===== config.mk =====
export PLATFORM = sky130hd
export DESIGN_NAME = mul4_vector_unslicer
export DESIGN_NICKNAME = d
export VERILOG_FILES = /design/src/rtl/mul4_vec_pkg.sv /design/src/rtl/mul4_lane_select.sv /design/src/rtl/mul4_vector_unslicer.sv
export SDC_FILE = /design/constraint.sdc
export NUM_CORES = 1
export LEC_CHECK = 0
export CAP_MARGIN = 25
export CORE_ASPECT_RATIO = 0.6
export CORE_MARGIN = 3
export CORE_UTILIZATION = 52
export CTS_BUF_LIST = sky130_fd_sc_hd__clkbuf_2 sky130_fd_sc_hd__clkbuf_4 sky130_fd_sc_hd__clkbuf_8
export DETAILED_ROUTE_END_ITERATION = 10
export GPL_TIMING_DRIVEN = 1
export PLACE_DENSITY_LB_ADDON = 0.12
export SETUP_SLACK_MARGIN = 0.02
export SYNTH_ARGS = -nofsm -noshare
export SYNTH_HDL_FRONTEND = slang
export SYNTH_SLANG_ARGS = --single-unit

===== constraint.sdc =====
create_clock -name clk -period 4.99 [get_ports clk]
set_input_delay 0.998 -clock clk [delete_from_list [all_inputs] [get_ports clk]]
set_output_delay 0.998 -clock clk [all_outputs]
set_load 0.01 [all_outputs]

===== src/rtl/mul4_vec_pkg.sv =====
// Package for the bit-sliced 2x2 multiplier unslicer.
// Contents:
//   LANES_DEF     - default lane count of one vector beat
//   mul4_planes_t - the eight bit-planes of one vector beat (bit i = lane i)
//   unslice_state_t - unslicer FSM state encoding
//   mul2x2()      - golden unsigned 2x2 -> 4-bit product
package mul4_vec_pkg;

  localparam int LANES_DEF = 16;

  typedef struct packed {
    logic [LANES_DEF-1:0] a1;
    logic [LANES_DEF-1:0] a0;
    logic [LANES_DEF-1:0] b1;
    logic [LANES_DEF-1:0] b0;
    logic [LANES_DEF-1:0] y3;
    logic [LANES_DEF-1:0] y2;
    logic [LANES_DEF-1:0] y1;
    logic [LANES_DEF-1:0] y0;
  } mul4_planes_t;

  typedef enum logic {
    EMPTY  = 1'b0,
    SERIAL = 1'b1
  } unslice_state_t;

  // Largest result is 3*3 = 9, so 4 bits never overflow.
  function automatic logic [3:0] mul2x2(input logic [1:0] a, input logic [1:0] b);
    return {2'b00, a} * {2'b00, b};
  endfunction

endpackage


===== src/rtl/mul4_lane_select.sv =====
// Combinational lane picker: gathers one lane's bits out of the eight planes.
// Ports:
//   planes - held vector beat
//   ptr    - lane index to extract
//   a, b   - lane operands {a1,a0}, {b1,b0}
//   y      - lane product {y3,y2,y1,y0}
module mul4_lane_select
  import mul4_vec_pkg::*;
#(
  parameter int LANES = LANES_DEF,
  localparam int PTR_W = $clog2(LANES)
) (
  input  mul4_planes_t     planes,
  input  logic [PTR_W-1:0] ptr,
  output logic [1:0]       a,
  output logic [1:0]       b,
  output logic [3:0]       y
);

  assign a = {planes.a1[ptr], planes.a0[ptr]};
  assign b = {planes.b1[ptr], planes.b0[ptr]};
  assign y = {planes.y3[ptr], planes.y2[ptr], planes.y1[ptr], planes.y0[ptr]};

endmodule


===== src/rtl/mul4_vector_unslicer.sv =====
// Receive end of the bit-sliced 2x2 multiplier datapath. Takes one vector
// beat of operand/product planes and replays it one lane per cycle, flagging
// lanes whose product disagrees with the golden multiply and keeping a
// saturating error count.
// Handshake: a transfer happens on a rising edge where valid and ready are
// both high; the sender keeps valid and data stable until that edge, and
// ready may depend on the receiver's state but never on the sender's valid.
// Ports:
//   clk, rst            - clock, synchronous active-high reset
//   in_valid/in_ready   - vector beat handshake
//   a1,a0,b1,b0         - operand bit-planes
//   y3,y2,y1,y0         - product bit-planes from the multiplier under test
//   out_valid/out_ready - scalar lane handshake
//   out_lane            - lane index of the current result
//   out_a, out_b, out_y - lane operands and product
//   out_err             - out_y differs from the golden product
//   out_last            - current lane is LANES-1
//   err_count           - saturating count of accepted lanes with out_err
//   clear_cnt           - synchronous clear of err_count, wins over increment
// LANES must equal LANES_DEF, the width of the package plane struct.
module mul4_vector_unslicer
  import mul4_vec_pkg::*;
#(
  parameter int LANES = LANES_DEF,
  parameter int CNT_W = 16,
  localparam int PTR_W = $clog2(LANES)
) (
  input  logic             clk,
  input  logic             rst,
  input  logic             in_valid,
  output logic             in_ready,
  input  logic [LANES-1:0] a1,
  input  logic [LANES-1:0] a0,
  input  logic [LANES-1:0] b1,
  input  logic [LANES-1:0] b0,
  input  logic [LANES-1:0] y3,
  input  logic [LANES-1:0] y2,
  input  logic [LANES-1:0] y1,
  input  logic [LANES-1:0] y0,
  output logic             out_valid,
  input  logic             out_ready,
  output logic [PTR_W-1:0] out_lane,
  output logic [1:0]       out_a,
  output logic [1:0]       out_b,
  output logic [3:0]       out_y,
  output logic             out_err,
  output logic             out_last,
  output logic [CNT_W-1:0] err_count,
  input  logic             clear_cnt
);

  localparam logic [PTR_W-1:0] LAST_LANE = PTR_W'(LANES - 1);

  unslice_state_t   state, state_n;
  logic [PTR_W-1:0] ptr, ptr_n;
  mul4_planes_t     planes_in, hold;
  logic             load;
  logic             last_lane;
  logic             out_hs;

  assign planes_in = '{a1: a1, a0: a0, b1: b1, b0: b0,
                       y3: y3, y2: y2, y1: y1, y0: y0};
  assign last_lane = (ptr == LAST_LANE);
  assign out_hs    = out_valid & out_ready;

  // Next-state / handshake decode. in_ready looks only at state, ptr,
  // out_ready and rst, so no input-valid to input-ready loop exists.
  always_comb begin
    state_n   = state;
    ptr_n     = ptr;
    load      = 1'b0;
    in_ready  = 1'b0;
    out_valid = 1'b0;
    case (state)
      EMPTY: begin
        in_ready = ~rst;
        if (in_valid && !rst) begin
          load    = 1'b1;
          ptr_n   = '0;
          state_n = SERIAL;
        end
      end
      SERIAL: begin
        out_valid = 1'b1;
        // The last lane leaving frees the buffer in the same cycle, which
        // lets consecutive beats stream without a bubble.
        in_ready  = ~rst & last_lane & out_ready;
        if (out_ready) begin
          if (last_lane) begin
            ptr_n = '0;
            if (in_valid && !rst) begin
              load = 1'b1;
            end else begin
              state_n = EMPTY;
            end
          end else begin
            ptr_n = ptr + PTR_W'(1);
          end
        end
      end
      default: state_n = EMPTY;
    endcase
  end

  always_ff @(posedge clk) begin
    if (rst) begin
      state <= EMPTY;
      ptr   <= '0;
      hold  <= '0;
    end else begin
      state <= state_n;
      ptr   <= ptr_n;
      if (load) begin
        hold <= planes_in;
      end
    end
  end

  mul4_lane_select #(.LANES(LANES)) u_lane_select (
    .planes (hold),
    .ptr    (ptr),
    .a      (out_a),
    .b      (out_b),
    .y      (out_y)
  );

  assign out_lane = ptr;
  assign out_last = last_lane;
  assign out_err  = (out_y != mul2x2(out_a, out_b));

  always_ff @(posedge clk) begin
    if (rst || clear_cnt) begin
      err_count <= '0;
    end else if (out_hs && out_err && (err_count != {CNT_W{1'b1}})) begin
      err_count <= err_count + CNT_W'(1);
    end
  end

endmodule


==> results.json, run 1 <==
{
  "first_iter_violations": 390,
  "clkTransAtPathRegs_ns": 0.08,
  "cts_setup_buffers": 0,
  "status": "completed",
  "die_area_sq_mm": 0.0148,
  "final_nets": 1074,
  "slew_violations": 0,
  "async_reset_ff_frac": 0,
  "setup_tns_ns": 0,
  "grt_max_degree": 163,
  "met1_usage": 0.360,
  "worst_ep_required_time_ns": 3.99,
  "cellLeakagePower_nw": 3.16,
  "syn_area_sq_mm": 0.00695,
  "synth-seq-cells": 149,
  "ys_warn_count": 0,
  "setup_viol": 0,
  "rows": 32,
  "vias_per_cell": 5.46,
  "p_per_area_mw_per_mm2": 290,
  "num-fill-cells": 1021,
  "die_y_um": 95.5,
  "syn_area_per_cell_sq_um": 8.60,
  "critical_path_arrival_ns": 3.74,
  "cts_buffers": 17,
  "overflow": 0,
  "hold_viol": 0,
  "initial_utilization": 0.537,
  "final_common_cell": "clkdlybuf4s50_1",
  "grt_setup_unrepaired": "false",
  "area_growth_pct": 29.4,
  "synth_flop_cell": "dfxtp_1",
  "irDropWorstVdd_uv": 150,
  "first_pass_iters": 5,
  "regArea_sq_mm": 0.00299,
  "crit_fanout": 24,
  "use_met3": 0.0685,
  "busiest_layer": "met1",
  "grt_use_met2": 0.360,
  "clockRootBuffer": "clkbuf_8",
  "grt_pass1_wl_mm": 29.3,
  "hold_class": "register to register",
  "grt_pass1_vias": 5827,
  "synth_cell_types": 43,
  "clock_path_buffers": 2,
  "drcViolationCount": 0,
  "die_x_um": 155,
  "antennaDiodeCount": 0,
  "synth_edf_count": 0,
  "grt_use_total": 0.247,
  "clock_latency_ns": 0.44,
  "dp_hpwl_mm": 13.0,
  "post_drt_wl_per_cell_um": 16.3,
  "fin_util": 0.695,
  "skew_ns": 0.0128,
  "netlist_instances": 808,
  "drv_cap": 0,
  "crit_path_end_kind": "primary output",
  "cts_tree": "yes",
  "num_vias": 6119,
  "drive_above_1_share": 0.0768,
  "worst_pin_slew_ns": 0.998,
  "slew_headroom": 0.335,
  "globalplace.congestion": 0.854,
  "synth_nets": 945,
  "port_buffers": 164,
  "coreArea_sq_mm": 0.0129,
  "clock-sinks": 149,
  "final_cell_mix": "163 x clkdlybuf4s50_1, 149 x nand2_1, 147 x dfxtp_1",
  "period_needed_ns": 4.74,
  "start_kind": "register",
  "multi_input_area_sq_mm": 0.00365,
  "yosysSeqAreaShare": 0.429,
  "finalWirelength_mm": 18.3,
  "max_freq_mhz": 211,
  "ant_nets": 0,
  "antenna_found_initial": 0,
  "min_period_over_period": 0.950,
  "io_pins": 165,
  "criticalPathCategory": "register to primary output",
  "htree_levels": 4
}
==> logic make-up (layout without fill, tap and decap cells) <==
family,Yosys count,after routing,synth area share
fa+ha+maj,4,4,0.00720
xor+xnor,4,4,0.00504
buf+inv,70,212,0.0459
mux,46,46,0.111
flops,149,149,0.429
compound gates,186,186,0.147
simple gates,349,349,0.255
==> cell type report <==
| type | count | area share |
|---|---|---|
| inverters | 8 | 0.00334 |
| flip-flops and latches | 149 | 0.332 |
| repair buffers | 172 | 0.190 |
| well taps | 170 | 0.0237 |
| multi-input cells | 589 | 0.406 |
| clock buffers | 21 | 0.0308 |
| clock inverters | 11 | 0.0139 |
==> per-layer routing <==
| layer | part of all wire | vias to the layer above |
|---|---|---|
| met3 | 0.078 | 29 |
| li1 | - | 3032 |
| met5 | 0 | - |
| met2 | 0.42 | 217 |
| met4 | 0.019 | 0 |
| met1 | 0.48 | 2841 |
==> metrics by stage <==
step / instance area (sq um) / cells / power [mW] / hold WS, ns / worst slack [ns]
floorplan: 6950 / 808 / 1.51 / 0.444 / 0.657
finish: 8990 / 1120 / 2.61 / 0.477 / 0.251
global placement: 8590 / 1088 / 1.68 / 0.455 / 0.654
detailed placement: 8590 / 1088 / 1.68 / 0.462 / 0.565
CTS: 8990 / 1120 / 2.61 / 0.476 / 0.0817
global route: 8990 / 1120 / 2.70 / 0.506 / 0.0940
==> critical path, stage by stage (launching register included) <==
cell and delay, ns:
dfxtp_2 0.70, buf_4 0.34, mux4_2 0.33, a22oi_1 0.21, nand2_1 0.12, and2_1 0.16, ha_1 0.18, ha_1 0.28
xor2_1 0.16, and4_4 0.21, inv_1 0.06, clkdlybuf4s50_1 0.55
==> worst paths after layout <==
kind,cells after the start,startpoint,to,slack [ns]
setup / recovery,11,out_lane[1],out_err,0.25
hold / removal,2,hold[16],hold[16],0.48
hold reg to reg,2,hold[16],hold[16],0.48
setup reg to reg,12,out_lane[1],err_count[14],1.14
==> state kept, by name, indices dropped and copies added, names as in the netlist <==
register   flops
out_lane       4
hold         128
err_count     16
state          1
==> repair_timing <==
action	CTS	global route
gates resized for setup	0	1
hold buffers	0	0
setup endpoints to repair	0	1
==> cells in the mapped netlist, types with 6 or more instances <==
master    number  area (sq um)
nor2_1        13          48.8
a21oi_1       16          80.1
nand2_1      149           559
nand3_1       13          65.1
a221oi_1       6          52.6
inv_1          8          30.0
clkbuf_1      44           165
mux2i_1       16           160
mux4_2        20           450
a22oi_1        6          45.0
nand2b_1     129           807
dfxtp_1      149          2980
mux2_2         7          78.8
o21ai_0      139           696
or3_1         10          62.6
and2_1         6          37.5
buf_2          6          30.0
or4_1         10          75.1
==> report_power, final <==
part | switching, mW | internal (mW) | leakage (nW) | total (mW)
registers | 0.0494 | 1.26 | 1.22 | 1.31
logic | 0.151 | 0.199 | 1.73 | 0.351
clock network | 0.460 | 0.484 | 0.203 | 0.944
total | 0.661 | 1.94 | 3.16 | 2.61
Note: power is estimated with default switching activity, not from simulation.
==> run 2, diff against run 1 <==
--- a/config.mk
+++ b/config.mk
@@ -12,6 +12,7 @@
 export CTS_BUF_LIST = sky130_fd_sc_hd__clkbuf_2 sky130_fd_sc_hd__clkbuf_4 sky130_fd_sc_hd__clkbuf_8
 export DETAILED_ROUTE_END_ITERATION = 10
 export GPL_TIMING_DRIVEN = 1
+export MAX_ROUTING_LAYER = met4
 export PLACE_DENSITY_LB_ADDON = 0.12
 export SETUP_SLACK_MARGIN = 0.02
 export SYNTH_ARGS = -nofsm -noshare
==> run 2 against run 1 <==
Setup slack better by 0.043 ns. Final area up 0.50%. Sequential share of layout area down 0.14 points. Hold slack better by 0.0020 ns. Clock power up 6%. Largest power group unchanged. Critical path depth unchanged.
==> results.json, run 2 (synthesis gave the netlist of run 1 again) <==
{
  "status": "completed",
  "grt_use_total": 0.256,
  "port_buffers": 164,
  "final_cell_mix": "163 x clkdlybuf4s50_1, 149 x nand2_1, 147 x dfxtp_1",
  "place_area_sq_mm": 0.00860,
  "worst_ep_required_time_ns": 3.99,
  "antennaDiodeCount": 0,
  "drive_above_1_share": 0.0768,
  "clock_path_buffers": 2,
  "start_kind": "register",
  "comb_power_share": 0.132,
  "instances_no_fill": 1120,
  "htree_levels": 4,
  "cellLeakagePower_nw": 3.17,
  "area_growth_pct": 30.0,
  "total_power_mw": 2.67,
  "finalWirelength_mm": 18.4,
  "first_iter_violations": 489,
  "criticalPathCategory": "register to primary output",
  "max_freq_mhz": 213,
  "worst_pin_slew_ns": 0.991,
  "initial_utilization": 0.537,
  "irDropWorstVdd_uv": 158,
  "r2r_setup_slack_ns": 1.16,
  "intPower_mw": 1.99,
  "hold_buffers": 0,
  "setup_tns_ns": 0,
  "drcViolationCount": 0,
  "coreArea_sq_mm": 0.0129,
  "antenna_found_initial": 0,
  "skew_ns": 0.0131,
  "seq_power_share": 0.491,
  "final_area_sq_mm": 0.00903,
  "r2r-start": "out_lane[0]",
  "switchingPower_mw": 0.677,
  "rr_worst_depth": 12,
  "io_pins": 165,
  "globalplace.congestion": 0.861,
  "largest_register_ffs": 128,
  "endpoint": "out_err",
  "critical_path_arrival_ns": 3.70,
  "period_needed_ns": 4.70,
  "rr_endpoint": "err_count[14]",
  "num-fill-cells": 1012,
  "drv_cap": 0,
  "top_register": "hold",
  "dp_hpwl_mm": 13.0,
  "final_nets": 1074,
  "slew_headroom": 0.340,
  "slew_violations": 0,
  "cts_tree": "yes",
  "num_vias": 6082,
  "die_y_um": 95.5,
  "clkTransAtPathRegs_ns": 0.08,
  "grt_setup_unrepaired": "false",
  "setup_viol": 0,
  "placed_cells_incl_taps": 1088,
  "rows": 32,
  "ant_nets": 0,
  "cts_setup_buffers": 0,
  "clockRootBuffer": "clkbuf_8",
  "die_area_sq_mm": 0.0148,
  "p_sw_frac": 0.254,
  "first_pass_iters": 5,
  "grt_pass1_wl_mm": 29.6,
  "post_drt_wl_per_cell_um": 16.5,
  "cts_buffers": 17,
  "p_per_area_mw_per_mm2": 295,
  "die_x_um": 155,
  "hold_viol": 0,
  "clock-sinks": 149,
  "hold_class": "register to register",
  "vias_per_cell": 5.43,
  "min_period_over_period": 0.941,
  "crit_path_end_kind": "primary output",
  "grt_pass1_vias": 5763,
  "crit_fanout": 21,
  "crit_start": "out_lane[0]",
  "grt_max_degree": 136,
  "overflow": 0,
  "p_clk_frac": 0.377,
  "final_common_cell": "clkdlybuf4s50_1",
  "clock_latency_ns": 0.44
}
-- run 2: cell count changes in the layout (fill, tap and decap cells not counted), sizes merged --
| cell | before | now |
|---|---|---|
| bufinv | 2 | 3 |
| clkbuf | 21 | 19 |
| clkinv | 5 | 3 |
| clkinvlp | 2 | 3 |
| inv | 10 | 12 |
-- run 2: what timing repair did --
action,in CTS,in global routing
gates cloned,0,0
gates resized for setup,1,1
endpoints found under the setup margin,1,1
-- run 2: routing by layer --
| layer | track usage | wire length, um | vias to the layer above |
|---|---|---|---|
| met4 | 0.0663 | 187 | 0 |
| met5 | - | 0 | - |
| li1 | - | - | 3032 |
| met1 | 0.376 | 9030 | 2822 |
| met3 | 0.0571 | 1310 | 21 |
| met2 | 0.355 | 7900 | 207 |
-- run 2: worst min-delay path by stage --
stage	startpoint	end	slack, ns	cells past startpoint
6_report	hold[82]	hold[82]	0.48	2
3_3_place_gp	hold[16]	hold[16]	0.46	2
3_5_place_dp	hold[28]	hold[28]	0.46	2
5_1_grt	hold[12]	hold[12]	0.49	2
4_1_cts	hold[28]	hold[28]	0.48	2
2_1_floorplan	hold[25]	hold[25]	0.44	2
-- run 2: worst max-delay path: stages, from the launching register on --
cell and delay [ns]:
dfxtp_4 0.58, buf_4 0.29, mux4_2 0.53, nand3_1 0.10
nand3_1 0.14, and2_1 0.18, ha_1 0.19, ha_1 0.28
xor2_1 0.16, and4_4 0.20, inv_1 0.07, clkdlybuf4s50_1 0.54
-- run 2: final cells by class --
cell class | instances | area (sq um) | area share
repair buffers | 172 | 1720 | 0.191
clock buffers | 19 | 262 | 0.0289
clock inverters | 13 | 170 | 0.0188
well taps | 170 | 213 | 0.0235
multi-input cells | 589 | 3650 | 0.404
flip-flops and latches | 149 | 2990 | 0.331
inverters | 8 | 30.0 | 0.00332
-- run 2: power by group through the flow --
stage	combinational (mW)	sequential, mW	clock [mW]
after floorplan	0.195	1.31	0
after global placement	0.340	1.34	0
after detailed placement	0.349	1.34	0
after CTS	0.353	1.31	1.02
after global routing	0.386	1.32	1.07
final	0.353	1.31	1.00
-- run 2: per-stage QoR --
stage                     setup WS (ns)  utilization  hold slack, ns
after floorplan                   0.657            -           0.444
after global placement            0.641        0.665           0.457
final                             0.294        0.699           0.479
after CTS                         0.233        0.698           0.477
after detailed placement          0.516        0.665           0.461
after global routing             0.0255        0.699           0.494
==> run 3, diff against run 2 <==
--- a/config.mk
+++ b/config.mk
@@ -10,6 +10,7 @@
 export CORE_MARGIN = 3
 export CORE_UTILIZATION = 52
 export CTS_BUF_LIST = sky130_fd_sc_hd__clkbuf_2 sky130_fd_sc_hd__clkbuf_4 sky130_fd_sc_hd__clkbuf_8
+export CTS_CLUSTER_DIAMETER = 80
 export DETAILED_ROUTE_END_ITERATION = 10
 export GPL_TIMING_DRIVEN = 1
 export MAX_ROUTING_LAYER = met4
==> results of run 3 <==
Final layout, timing and power as in run 2 (identical DEF).
